File: config.mk
export PLATFORM = sky130hd
export DESIGN_NAME = alu_arbiter_flat
export DESIGN_NICKNAME = d
export VERILOG_FILES = /design/src/rtl/alu_arbiter_if.sv /design/src/rtl/alu_arbiter.sv /design/src/flat_wrapper.sv
export SDC_FILE = /design/constraint.sdc
export NUM_CORES = 1
export LEC_CHECK = 0
export ABC_AREA = 1
export BUFFER_PORTS_ARGS = -buffer_cell sky130_fd_sc_hd__buf_4
export CORE_MARGIN = 1
export CORE_UTILIZATION = 35
export CTS_CLUSTER_DIAMETER = 60
export DETAILED_ROUTE_END_ITERATION = 8
export PLACE_DENSITY = 0.67
export SLEW_MARGIN = 10
export SYNTH_ARGS = -nofsm -noshare
export SYNTH_HDL_FRONTEND = slang
export SYNTH_SLANG_ARGS = --single-unit
File: constraint.sdc
create_clock -name clock -period 1 [get_ports clock]
set_input_delay 0.2 -clock clock [delete_from_list [all_inputs] [get_ports clock]]
set_output_delay 0.2 -clock clock [all_outputs]
set_load 0.01 [all_outputs]
File: src/rtl/alu_arbiter_if.sv
// Bundle between alu_arbiter, its two requesters and the shared ALU.
// slave is the arbiter side; master is the clients/ALU side.
interface alu_arbiter_if #(
   parameter int WIDTH = 8
);
   logic [1:0]       req;
   logic [2:0]       sel0;
   logic [2:0]       sel1;
   logic [WIDTH-1:0] a0;
   logic [WIDTH-1:0] b0;
   logic [WIDTH-1:0] a1;
   logic [WIDTH-1:0] b1;
   logic [1:0]       gnt;
   logic [1:0]       done;
   logic [WIDTH-1:0] result;
   logic [3:0]       nzvc;
   logic             err;
   logic [WIDTH-1:0] alu_in1;
   logic [WIDTH-1:0] alu_in2;
   logic [2:0]       alu_sel;
   logic [WIDTH-1:0] alu_result;
   logic [3:0]       alu_nzvc;

   modport slave (
      input  req, sel0, sel1, a0, b0, a1, b1,
      input  alu_result, alu_nzvc,
      output gnt, done, result, nzvc, err,
      output alu_in1, alu_in2, alu_sel
   );

   modport master (
      output req, sel0, sel1, a0, b0, a1, b1,
      output alu_result, alu_nzvc,
      input  gnt, done, result, nzvc, err,
      input  alu_in1, alu_in2, alu_sel
   );
endinterface

File: src/rtl/alu_arbiter.sv
// Round-robin arbiter/sequencer sharing one 8-bit NZVC ALU
// between two requesters: IDLE -> EXEC -> DONE.
module alu_arbiter #(
   parameter int WIDTH = 8
) (
   input  logic         clock,
   input  logic         reset,
   alu_arbiter_if.slave bus
);
   typedef enum logic [1:0] {
      IDLE = 2'd0,
      EXEC = 2'd1,
      DONE = 2'd2
   } state_e;

   state_e           state_q, state_d;
   logic             last_q, last_d;
   logic             id_q, id_d;
   logic [2:0]       sel_q, sel_d;
   logic [WIDTH-1:0] a_q, a_d;
   logic [WIDTH-1:0] b_q, b_d;
   logic [1:0]       gnt_q, gnt_d;
   logic [1:0]       done_q, done_d;
   logic [WIDTH-1:0] result_q, result_d;
   logic [3:0]       nzvc_q, nzvc_d;
   logic             err_q, err_d;
   logic             win;

   // With both pending, the one that did not win last time goes.
   always_comb begin
      win = 1'b0;
      unique case (1'b1)
         (bus.req == 2'b11): win = ~last_q;
         (bus.req == 2'b10): win = 1'b1;
         default:            win = 1'b0;
      endcase
   end

   always_comb begin
      state_d  = state_q;
      last_d   = last_q;
      id_d     = id_q;
      sel_d    = sel_q;
      a_d      = a_q;
      b_d      = b_q;
      gnt_d    = 2'b00;
      done_d   = 2'b00;
      result_d = result_q;
      nzvc_d   = nzvc_q;
      err_d    = err_q;
      case (state_q)
         IDLE: begin
            if (|bus.req) begin
               id_d    = win;
               sel_d   = win ? bus.sel1 : bus.sel0;
               a_d     = win ? bus.a1 : bus.a0;
               b_d     = win ? bus.b1 : bus.b0;
               gnt_d   = win ? 2'b10 : 2'b01;
               state_d = EXEC;
            end
         end
         EXEC: begin
            // ALU outputs are undefined for unsupported selects.
            if (sel_q == 3'b000) begin
               result_d = bus.alu_result;
               nzvc_d   = bus.alu_nzvc;
               err_d    = 1'b0;
            end else begin
               result_d = '0;
               nzvc_d   = 4'b0000;
               err_d    = 1'b1;
            end
            done_d  = id_q ? 2'b10 : 2'b01;
            last_d  = id_q;
            state_d = DONE;
         end
         DONE: begin
            state_d = IDLE;
         end
         default: begin
            state_d = IDLE;
         end
      endcase
   end

   always_ff @(posedge clock) begin
      if (reset) begin
         state_q  <= IDLE;
         last_q   <= 1'b1;
         id_q     <= 1'b0;
         sel_q    <= 3'b000;
         a_q      <= '0;
         b_q      <= '0;
         gnt_q    <= 2'b00;
         done_q   <= 2'b00;
         result_q <= '0;
         nzvc_q   <= 4'b0000;
         err_q    <= 1'b0;
      end else begin
         state_q  <= state_d;
         last_q   <= last_d;
         id_q     <= id_d;
         sel_q    <= sel_d;
         a_q      <= a_d;
         b_q      <= b_d;
         gnt_q    <= gnt_d;
         done_q   <= done_d;
         result_q <= result_d;
         nzvc_q   <= nzvc_d;
         err_q    <= err_d;
      end
   end

   assign bus.gnt     = gnt_q;
   assign bus.done    = done_q;
   assign bus.result  = result_q;
   assign bus.nzvc    = nzvc_q;
   assign bus.err     = err_q;
   assign bus.alu_in1 = a_q;
   assign bus.alu_in2 = b_q;
   assign bus.alu_sel = sel_q;
endmodule

File: src/flat_wrapper.sv
// flat-port wrapper written by rule: the top's interface ports become plain ports
module alu_arbiter_flat 
#(
   parameter int WIDTH = 8
)
  (clock, reset, bus_req, bus_sel0, bus_sel1, bus_a0, bus_b0, bus_a1, bus_b1, bus_alu_result, bus_alu_nzvc, bus_gnt, bus_done, bus_result, bus_nzvc, bus_err, bus_alu_in1, bus_alu_in2, bus_alu_sel);
  alu_arbiter_if #(.WIDTH(WIDTH)) bus_i ();
  input  logic clock;
  input  logic reset;
  input wire logic [$bits(bus_i.req)-1:0] bus_req;
  input wire logic [$bits(bus_i.sel0)-1:0] bus_sel0;
  input wire logic [$bits(bus_i.sel1)-1:0] bus_sel1;
  input wire logic [$bits(bus_i.a0)-1:0] bus_a0;
  input wire logic [$bits(bus_i.b0)-1:0] bus_b0;
  input wire logic [$bits(bus_i.a1)-1:0] bus_a1;
  input wire logic [$bits(bus_i.b1)-1:0] bus_b1;
  input wire logic [$bits(bus_i.alu_result)-1:0] bus_alu_result;
  input wire logic [$bits(bus_i.alu_nzvc)-1:0] bus_alu_nzvc;
  output wire logic [$bits(bus_i.gnt)-1:0] bus_gnt;
  output wire logic [$bits(bus_i.done)-1:0] bus_done;
  output wire logic [$bits(bus_i.result)-1:0] bus_result;
  output wire logic [$bits(bus_i.nzvc)-1:0] bus_nzvc;
  output wire logic [$bits(bus_i.err)-1:0] bus_err;
  output wire logic [$bits(bus_i.alu_in1)-1:0] bus_alu_in1;
  output wire logic [$bits(bus_i.alu_in2)-1:0] bus_alu_in2;
  output wire logic [$bits(bus_i.alu_sel)-1:0] bus_alu_sel;
  assign bus_i.req = bus_req;
  assign bus_i.sel0 = bus_sel0;
  assign bus_i.sel1 = bus_sel1;
  assign bus_i.a0 = bus_a0;
  assign bus_i.b0 = bus_b0;
  assign bus_i.a1 = bus_a1;
  assign bus_i.b1 = bus_b1;
  assign bus_i.alu_result = bus_alu_result;
  assign bus_i.alu_nzvc = bus_alu_nzvc;
  assign bus_gnt = bus_i.gnt;
  assign bus_done = bus_i.done;
  assign bus_result = bus_i.result;
  assign bus_nzvc = bus_i.nzvc;
  assign bus_err = bus_i.err;
  assign bus_alu_in1 = bus_i.alu_in1;
  assign bus_alu_in2 = bus_i.alu_in2;
  assign bus_alu_sel = bus_i.alu_sel;
  alu_arbiter #(.WIDTH(WIDTH)) u_core (.clock(clock), .reset(reset), .bus(bus_i));
endmodule
==> results of run 1 <==
[metal layers]
metal,up-vias,global-route usage
met1,856,0.250
met2,45,0.336
met4,0,0.0719
met3,8,0.0483
li1,985,-
met5,-,0
[through the flow]
step | hold slack [ns] | instance area [um^2] | setup slack (ns) | util | power [mW]
after detailed placement | 0.423 | 2550 | -0.296 | 0.533 | 2.79
final | 0.108 | 2990 | -0.0952 | 0.625 | 4.15
after global routing | 0.109 | 2990 | -0.183 | 0.625 | 4.37
after global placement | 0.419 | 2550 | -0.231 | 0.533 | 2.78
after floorplan | 0.331 | 1760 | -0.0167 | - | 2.31
after CTS | 0.104 | 2890 | -0.0939 | 0.604 | 4.10
[what timing repair did]
item	4_1_cts	5_1_grt
pin swaps	28	15
gates resized for setup	48	34
gates cloned	2	0
setup endpoints to repair	39	52
buffers inserted	6	2
hold buffers	0	0
[worst max path at each step]
stage | start | endpoint | slack [ns]
after floorplan | u_core.state_q[0] | u_core.bus.alu_in1[6] | -0.02
after global placement | u_core.state_q[0] | u_core.bus.result[6] | -0.23
after detailed placement | u_core.state_q[0] | u_core.bus.result[6] | -0.30
after CTS | u_core.state_q[0] | u_core.bus.alu_sel[2] | -0.09
after global routing | u_core.state_q[0] | u_core.bus.alu_sel[2] | -0.18
final | u_core.state_q[0] | u_core.bus.alu_sel[2] | -0.1
[final cells by class]
class	instances	area, um^2
fill	437	1800
timing repair buffer	112	911
multi-input combinational	155	905
sequential	40	820
inverter	43	174
tap	67	83.8
clock buffer	6	82.6
clock inverter	2	15.0
[registers in the layout, summed over array words and instances (netlist names), 2 cells and up]
signal and flops:
u_core.bus.result 8, u_core.bus.done 2, u_core.state_q 2, u_core.bus.alu_sel 3
u_core.bus.alu_in1 8, u_core.bus.alu_in2 8, u_core.bus.gnt 2, u_core.bus.nzvc 4
[worst max-delay path: stages (launching register included)]
cell	delay [ns]
dfxtp_2	0.32
inv_2	0.07
nand2_2	0.07
nor2_4	0.10
buf_12	0.14
buf_12	0.13
nand2_4	0.05
nor2_2	0.07
nor2_1	0.04
[cells in the final DEF, fill, tap and decap left out, types with 4 or more instances in the layout]
master | synthesis | routed
buf_6 | 4 | 6
a21oi_2 | 0 | 4
dfxtp_1 | 40 | 25
nand3_1 | 45 | 20
nor2_1 | 13 | 7
nor2_4 | 2 | 6
nor2_2 | 3 | 5
clkbuf_8 | 0 | 6
nand2_1 | 67 | 63
o21ai_1 | 0 | 4
dfxtp_2 | 0 | 15
inv_1 | 41 | 37
buf_4 | 2 | 101
a21oi_1 | 16 | 12
nand3_2 | 0 | 25
[power by group]
part	switching, mW	total, mW	internal (mW)
Clock	0.593	1.15	0.558
Combinational	0.585	1.19	0.606
Sequential	0.0782	1.81	1.73
[cells by family after synthesis]
family	Yosys count	synth area share
buffers and inverters	55	0.144
DFF	40	0.457
and+or+nand+nor	135	0.342
AOI/OAI and AO/OA	20	0.0571
==> run_results.csv, run 1 <==
group,metric,value,unit
sta,tightest_slew,0.296,ns
floorplanning,fp.dieArea,5300,um^2
yosys,synth_top_area_frac,0.457,
power_and_ir_drop,peakVddDrop,0.652,mV
yosys,ys_types,18,
setup_path,cp_max_fo,7,
setup_path,r2r_end,"u_core.bus.alu_sel[2]",
power_and_ir_drop,p_leak,1.54,nW
clocking,cts_tree,"yes",
route,viasPerCell,4.46,
global_route,grt_pass1_vias,1739,
run_status,violations,"setup timing",
setup_path,critical_path_class,"reg -> reg",
min_path,min_to,"u_core.bus.nzvc[2]",
setup_path,crit_arrival,1.29,ns
power_and_ir_drop,power_density,1390,nW/um^2
placed_design,dp_cells,409,
sta,fin_crit_sh,1.10,
yosys,synth.avg_cell_area,7.01,um^2
clocking,clock_latency,0.30,ns
setup_path,cp-end-kind,"flop",
floorplanning,num_io_pins,90,
global_route,grt_first_pass_wirelength,8040,um
floorplanning,fp.coreArea,4790,um^2
route,m1WireLength,2150,um
floorplanning,die_w,72.8,um
placed_design,hpwl,3280,um
yosys,synth_area_leaders,"dfxtp_1, nand2_1, nand3_1, inv_1, a21oi_1",
min_path,hold_class,"in -> reg",
sta,slew_headroom,0.803,
global_route,grt_use_total,0.200,
sta,rsz0062_at_grt,"yes",
run_status,status,"complete, but fails checks",
floorplanning,initial_core_util,0.366,
flow_run,max-cap-violations,0,
yosys,synth-async-reset-ratio,0,
global_route,grt_max_degree,22,
setup_path,reg2reg_depth,8,
route,wl_met3,187,um
layout,areaGrowthSynthToFinish,70.6,%
layout,finalNetCount,411,
sta,min_period,1.10,ns
sta,setup_violations,34,
clocking,clkSinkCount,40,
layout,num_antenna_cells,0,
clocking,cts_max_path_buffers,2,
layout,finalNonFillerCells,425,
sta,fmax,913,MHz
route,route.detailed.drc,0,
sta,skew,0.00617,ns
yosys,synth_commonest_cells,"nand2_1, nand3_1, inv_1",
route,wl_per_cell,11.6,um
setup_path,reg2reg_slack,-0.1,ns
route,route.met2.wl,2490,um
sta,fin_setup_tns,-2.15,ns
min_path,min-delay-start,"bus_alu_nzvc[2]",
route,highest_layer,"met4",
global_route,gr-total-overflow,0,
clocking,htreeDepth,2,
route,drtPass1Iterations,4,
sta,timing.final.ws_setup,-0.0952,ns
yosys,ys_warn_count,0,
yosys,syn-cell-area,1750,um^2
clocking,cts_inserted_buffers,5,
placed_design,globalplace.congestion,0.746,
yosys,syn_inst,250,
setup_path,crit_path_start_kind,"flop",
yosys,synth-edff-count,0,
setup_path,reg2reg_from,"u_core.state_q[0]",
yosys,synth_top_flop_cell,"dfxtp_1",
floorplanning,die-height,72.8,um
clocking,cts-root-buf,"clkbuf_8",
floorplanning,rows,25,
route,ant_nets,0,
global_route,antenna_found_initial,0,
route,wirelength,4930,um
yosys,syn-num-nets,304,
yosys,synth_seq_area_share,0.457,
route,vias,1894,
sta,slew_violations,0,
yosys,synth_largest_area_cell,"dfxtp_1",
sta,finalHoldViolations,0,
setup_path,cp.required,1.19,ns
yosys,synth.most_common_cell,"nand2_1",
layout,drive_gt1_frac,0.528,
clocking,clk_pin_slew_worst_paths,0.08,ns
min_path,min_path_cells,3,
route,drtIter0Drc,77,
yosys,ys_ff_latch,40,
placed_design,io_buffers,89,
No activity file was read; power rests on OpenSTA's default activity.
==> inputs of run 2 (changes only) <==
--- a/config.mk
+++ b/config.mk
@@ -6,5 +6,5 @@
 export NUM_CORES = 1
 export LEC_CHECK = 0
-export ABC_AREA = 1
+export ABC_AREA = 0
 export BUFFER_PORTS_ARGS = -buffer_cell sky130_fd_sc_hd__buf_4
 export CORE_MARGIN = 1
@@ -12,5 +12,6 @@
 export CTS_CLUSTER_DIAMETER = 60
 export DETAILED_ROUTE_END_ITERATION = 8
-export PLACE_DENSITY = 0.67
+export GPL_TIMING_DRIVEN = 0
+export PLACE_DENSITY = 0.7
 export SLEW_MARGIN = 10
 export SYNTH_ARGS = -nofsm -noshare
==> constraint.sdc (replaced) <==
create_clock -name clock -period 1 [get_ports clock]
set_input_delay 0.1 -clock clock [delete_from_list [all_inputs] [get_ports clock]]
set_output_delay 0.1 -clock clock [all_outputs]
set_load 0.01 [all_outputs]
==> run 2 against run 1 <==
  * The flow still finishes with violations (setup timing)
  * Combinational power is 30% lower
  * Maximum frequency is 23% lower
  * Clock skew is 0.0033 ns lower
  * Critical endpoint is now u_core.bus.alu_in1[1]
  * Largest cell class unchanged
  * Largest power group unchanged
==> run_results.csv, run 2 <==
group,metric,value,unit
global_route,gr-total-overflow,0,
power_and_ir_drop,power.switching,0.926,mW
yosys,synth_commonest_cells,"dfxtp_1, inv_1, nor3_1",
yosys,synth_area_leaders,"dfxtp_1, a22o_1, a221o_2, nor3_1, inv_1",
route,drtPass1Iterations,4,
floorplanning,num_io_pins,90,
layout,multi_input_comb_area,592,um^2
placed_design,io_buffers,88,
min_path,min_to,"u_core.bus.alu_in1[7]",
yosys,synth_top_family_by_area,"compound AO/OA/AOI/OAI gates",
floorplanning,fp.dieArea,4530,um^2
sta,tightest_slew,0.330,ns
layout,final_cell_mix,"buf_4, dfxtp_1, inv_1",
layout,finalNetCount,296,
setup_path,cp_max_fo,4,
run_status,status,"complete, but fails checks",
layout,final_common_cell,"buf_4",
placed_design,hpwl,2690,um
clocking,cts_inserted_buffers,5,
setup_path,crit_path_top_delay_cell,"or3_4",
power_and_ir_drop,p_leak,1.22,nW
floorplanning,die-height,67.3,um
setup_path,reg2reg_depth,4,
sta,setup_violations,37,
yosys,synthAdderAreaFrac,0,
min_path,hold_class,"in -> reg",
clocking,clkSinkCount,40,
setup_path,reg2reg_slack,-0.43,ns
clocking,cts_tree,"yes",
yosys,ys_ff_latch,40,
global_route,grt_first_pass_wirelength,5740,um
yosys,synth.most_common_cell,"dfxtp_1",
route,vias,1411,
setup_path,crit_arrival,1.66,ns
setup_path,crit_path_cell_trace,"or3_4 -> a211oi_4 -> buf_4 -> a221o_1",
setup_path,cp.required,1.23,ns
yosys,synth-async-reset-ratio,0,
placed_design,dp_cells,279,
layout,areaGrowthSynthToFinish,64.4,%
min_path,min_path_cells,2,
sta,slew_violations,0,
floorplanning,die_w,67.3,um
yosys,syn-num-nets,195,
sta,finalHoldViolations,0,
yosys,synth_xor_area_frac,0,
clocking,clock_latency,0.28,ns
clocking,cts-root-buf,"clkbuf_8",
yosys,synth_largest_area_cell,"dfxtp_1",
layout,drive_gt1_frac,0.550,
global_route,grt_max_degree,12,
power_and_ir_drop,switching_share,0.247,
global_route,grt_pass1_vias,1365,
sta,timing.final.ws_setup,-0.428,ns
route,route.detailed.drc,0,
yosys,synth_compound_area_frac,0.254,
setup_path,cpLargestDelayFamily,"compound AO/OA/AOI/OAI gates",
min_path,min-delay-start,"reset",
clocking,htreeDepth,2,
power_and_ir_drop,power_density,1530,nW/um^2
power_and_ir_drop,clock_power_share,0.297,
layout,num_antenna_cells,0,
yosys,ys_warn_count,0,
power_and_ir_drop,power_frac_seq,0.482,
route,ant_nets,0,
sta,fmax,700,MHz
setup_path,slowest_delay,0.41,ns
setup_path,crit_buf_inv,1,
setup_path,crit_path_start_kind,"flop",
power_and_ir_drop,p_comb_frac,0.221,
floorplanning,initial_core_util,0.368,
setup_path,crit_cells,4,
power_and_ir_drop,peakVddDrop,0.607,mV
layout,regArea,808,um^2
run_status,violations,"setup timing",
yosys,synthMuxAreaShare,0.0201,
sta,rsz0062_at_grt,"yes",
yosys,synth.avg_cell_area,10.6,um^2
yosys,synth-edff-count,0,
floorplanning,rows,23,
yosys,synth_seq_area_share,0.537,
route,wirelength,3840,um
setup_path,reg2reg_from,"u_core.state_q[1]",
clocking,cts_max_path_buffers,2,
yosys,syn-cell-area,1490,um^2
yosys,yosys.area_share.simple,0.0965,
setup_path,critical_path_class,"reg -> reg",
setup_path,cp-end-kind,"flop",
layout,finalNonFillerCells,292,
route,wl_per_cell,13.1,um
flow_run,max-cap-violations,0,
layout,filler_cell_count,363,
route,viasPerCell,4.83,
setup_path,r2r_end,"u_core.bus.alu_in1[1]",
global_route,grt_use_total,0.169,
power_and_ir_drop,power,3.75,mW
floorplanning,fp.coreArea,4060,um^2
route,drtIter0Drc,49,
yosys,synth_top_area_frac,0.537,
sta,fin_crit_sh,1.43,
sta,slew_headroom,0.780,
clocking,cts_hold_buf,0,
sta,skew,0.00285,ns
global_route,antenna_found_initial,0,
placed_design,globalplace.congestion,0.719,
yosys,syn_inst,141,
yosys,ys_types,23,
clocking,clk_pin_slew_worst_paths,0.07,ns
power_and_ir_drop,internal_power,2.83,mW
sta,min_period,1.43,ns
yosys,synth_top_flop_cell,"dfxtp_1",
==> run 2: cell count changes after synthesis, sizes merged, moves of 3 or more <==
cell and delta:
a211oi +4, inv -23, clkbuf +4, nand2 -69, a221o +16, o21ai -4, a22o +12, a21oi -10
nand3 -45, nor3 +14, mux2i +3, and2 +3, buf -6, nor2 -15
==> run 2: worst max path at each step <==
stage | to | slack, ns | from
after CTS | u_core.bus.alu_in1[5] | -0.48 | u_core.state_q[1]
after global placement | u_core.bus.alu_in2[1] | -0.62 | u_core.state_q[1]
after detailed placement | u_core.bus.alu_in2[6] | -0.60 | u_core.state_q[1]
after floorplan | u_core.bus.alu_in1[5] | -0.43 | u_core.state_q[1]
final | u_core.bus.alu_in1[1] | -0.43 | u_core.state_q[1]
after global routing | u_core.bus.alu_in1[0] | -0.48 | u_core.state_q[1]
==> run 2: what timing repair did <==
item | in CTS | in global routing
gates cloned | 0 | 2
pin swaps | 1 | 15
endpoints found under the setup margin | 40 | 40
resized for setup | 11 | 12
buffers inserted | 4 | 1
==> run 2: layer usage <==
metal / vias to the layer above / global-route usage / part of all wire
met5: - / 0 / 0
met4: 0 / 0.0745 / 0.010
met3: 5 / 0.0490 / 0.072
met2: 59 / 0.288 / 0.48
met1: 639 / 0.195 / 0.44
li1: 708 / - / -
==> run 2: power by group through the flow <==
stage          combinational (mW)  sequential, mW  clock, mW
2_1_floorplan               0.309            1.89          0
3_3_place_gp                0.765            1.84          0
3_5_place_dp                0.773            1.83          0
4_1_cts                     0.818            1.81       1.15
5_1_grt                     0.898            1.82       1.19
6_report                    0.829            1.81       1.11
==> run 2: cell type report <==
cell class | instances | share of cell area
inverter | 20 | 0.0306
clock buffer | 7 | 0.0393
multi-input combinational | 71 | 0.241
tap | 50 | 0.0255
buffer | 9 | 0.0367
timing repair buffer | 95 | 0.297
sequential | 40 | 0.330
==> run 2: kinds of logic (layout without fill, tap and decap cells) <==
family	Yosys count	in the layout
compound gates	41	41
buf+inv	30	131
simple gates	27	27
flops	40	40
mux	3	3
==> run 2: stage by stage <==
stage	area (um^2)	setup slack (ns)	utilization	setup TNS (ns)	hold WS (ns)
floorplan	1520	-0.429	-	-10.56	0.233
global placement	2240	-0.617	0.553	-16.42	0.304
detailed placement	2240	-0.604	0.553	-16.22	0.310
global route	2450	-0.482	0.604	-12.96	0.0300
CTS	2410	-0.478	0.595	-14.09	0.0209
finish	2450	-0.428	0.604	-11.45	0.0279
==> run 2: worst reg2reg max path, stage by stage, from the launching register on <==
cell,delay (ns)
dfxtp_4,0.36
or3_4,0.41
a211oi_4,0.30
buf_4,0.18
a221o_1,0.13
==> inputs of run 3 (changes only) <==
CORE_UTILIZATION = 38   (was 35)
PLACE_DENSITY = 0.75   (was 0.7)
==> run 3 against run 2 <==
  * The run still ends with setup timing left
  * Global-route usage rose by 3.8 points
  * Combinational power rose by 11%
  * Critical path depth unchanged
  * Worst hold slack got worse by 0.019 ns
  * Wire length rose by 4.6%
  * Count of clock-buffer cells in the layout is 1 lower
  * Sequential power hardly changed
  * Clock skew grew 0.0010 ns
  * Utilization increased by 9.6 points
  * Critical endpoint is now u_core.bus.alu_sel[1]
==> run_results.csv, run 3 (synthesis gave the netlist of run 2 again) <==
group,metric,value,unit
global_route,grt_first_pass_wirelength,6450,um
sta,timing.final.ws_setup,-0.416,ns
route,wirelength,4020,um
route,ant_nets,0,
placed_design,dp_cells,277,
sta,tightest_slew,0.332,ns
global_route,gr-total-overflow,0,
setup_path,crit_buf_inv,1,
setup_path,crit_path_cell_trace,"or3_4 -> a211oi_4 -> buf_4 -> a221o_1",
setup_path,reg2reg_from,"u_core.state_q[1]",
floorplanning,die-height,64.7,um
clocking,cts_hold_buf,0,
global_route,grt_pass1_vias,1332,
sta,fmax,706,MHz
sta,setup_violations,40,
sta,skew,0.00385,ns
sta,finalHoldViolations,0,
sta,min_period,1.42,ns
layout,num_antenna_cells,0,
setup_path,slowest_delay,0.40,ns
layout,filler_cell_count,316,
layout,drive_gt1_frac,0.573,
min_path,min_to,"u_core.bus.alu_in2[7]",
setup_path,crit_path_start_kind,"flop",
layout,fin_util,0.700,
min_path,min_path_cells,2,
clocking,htreeDepth,2,
clocking,clock_latency,0.29,ns
layout,areaGrowthSynthToFinish,74.4,%
floorplanning,die_w,64.7,um
setup_path,cp-end-kind,"flop",
sta,fin_crit_sh,1.42,
flow_run,max-cap-violations,0,
setup_path,reg2reg_slack,-0.42,ns
setup_path,reg2reg_depth,4,
global_route,grt_use_total,0.207,
route,drtIter0Drc,71,
floorplanning,fp.coreArea,3720,um^2
floorplanning,fp.dieArea,4180,um^2
route,route.detailed.drc,0,
setup_path,cpLargestDelayFamily,"compound AO/OA/AOI/OAI gates",
setup_path,crit_arrival,1.64,ns
setup_path,crit_path_top_delay_cell,"or3_4",
placed_design,dp_slack,-0.591,ns
route,vias,1447,
power_and_ir_drop,power_density,1540,nW/um^2
layout,multi_input_comb_area,602,um^2
placed_design,globalplace.congestion,0.745,
power_and_ir_drop,p_leak,1.29,nW
layout,final_cell_mix,"buf_4, dfxtp_1, inv_1",
setup_path,r2r_end,"u_core.bus.alu_sel[1]",
floorplanning,num_io_pins,90,
global_route,antenna_found_initial,0,
floorplanning,rows,22,
min_path,min-delay-start,"reset",
sta,slew_violations,0,
setup_path,crit_cells,4,
placed_design,hpwl,2760,um
clocking,cts-root-buf,"clkbuf_8",
floorplanning,initial_core_util,0.401,
run_status,violations,"setup timing",
layout,final_common_cell,"buf_4",
route,drtPass1Iterations,4,
clocking,clk_pin_slew_worst_paths,0.08,ns
route,wl_per_cell,13.3,um
run_status,status,"complete, but fails checks",
layout,finalNonFillerCells,301,
power_and_ir_drop,peakVddDrop,0.783,mV
placed_design,place_area,2240,um^2
layout,final_area,2600,um^2
clocking,cts_inserted_buffers,5,
setup_path,critical_path_class,"reg -> reg",
clocking,cts_tree,"yes",
setup_path,cp_max_fo,4,
min_path,hold_class,"in -> reg",
placed_design,io_buffers,88,
sta,slew_headroom,0.778,
layout,regArea,806,um^2
global_route,grt_max_degree,13,
route,viasPerCell,4.81,
clocking,clkSinkCount,40,
setup_path,cp.required,1.23,ns
clocking,cts_max_path_buffers,2,
sta,rsz0062_at_grt,"yes",
layout,finalNetCount,306,
run 3: cell types whose count changed in the layout (fill, tap and decap cells not counted), moves of 2 or more:
cell | before | now
buf_6 | 7 | 11
buf_4 | 91 | 95
and2_4 | 1 | 3
and2_1 | 2 | 0
clkbuf_8 | 9 | 7
run 3: power breakdown:
| part | internal (mW) | switching (mW) | leakage (nW) |
|---|---|---|---|
| clock | 0.741 | 0.552 | 0.0552 |
| sequential | 1.73 | 0.0791 | 0.329 |
| combinational | 0.553 | 0.364 | 0.907 |
| total | 3.02 | 0.995 | 1.29 |
run 3: timing repair:
item,CTS,global route
setup endpoints to repair,40,40
cloned,1,2
resized for setup,15,19
buffers inserted,10,7
pin swaps,2,17
run 3: final cells by class:
type,count,area share
well taps,48,0.0231
plain buffers,9,0.0385
clock inverters,2,0.0135
repair buffers,105,0.327
multi-input cells,71,0.231
clock buffers,6,0.0279
flip-flops and latches,40,0.310
inverters,20,0.0289
run 3: worst max path at each step:
stage	start	to
2_1_floorplan	u_core.state_q[1]	u_core.bus.alu_in1[5]
3_5_place_dp	u_core.state_q[1]	u_core.bus.alu_in2[6]
5_1_grt	u_core.state_q[1]	u_core.bus.alu_sel[1]
4_1_cts	u_core.state_q[1]	u_core.bus.alu_in1[0]
6_report	u_core.state_q[1]	u_core.bus.alu_sel[1]
3_3_place_gp	u_core.state_q[1]	u_core.bus.alu_in2[3]
run 3: layer usage:
metal  global-route usage  up-vias  part of all wire  wire (um)
li1                     -      733                 -          -
met1                0.252      649              0.44       1780
met2                0.342       60              0.49       1950
met3               0.0581        5             0.055        219
met4               0.0833        0             0.017         68
met5                    0        -                 0          0
run 3: stage by stage:
| stage | TNS, ns | total power, mW | hold WS, ns |
|---|---|---|---|
| detailed placement | -16.13 | 2.61 | 0.307 |
| global route | -13.46 | 4.21 | 0.0106 |
| global placement | -16.13 | 2.60 | 0.303 |
| CTS | -13.48 | 3.98 | 0.00335 |
| floorplan | -10.56 | 2.19 | 0.233 |
| finish | -11.75 | 4.02 | 0.00924 |
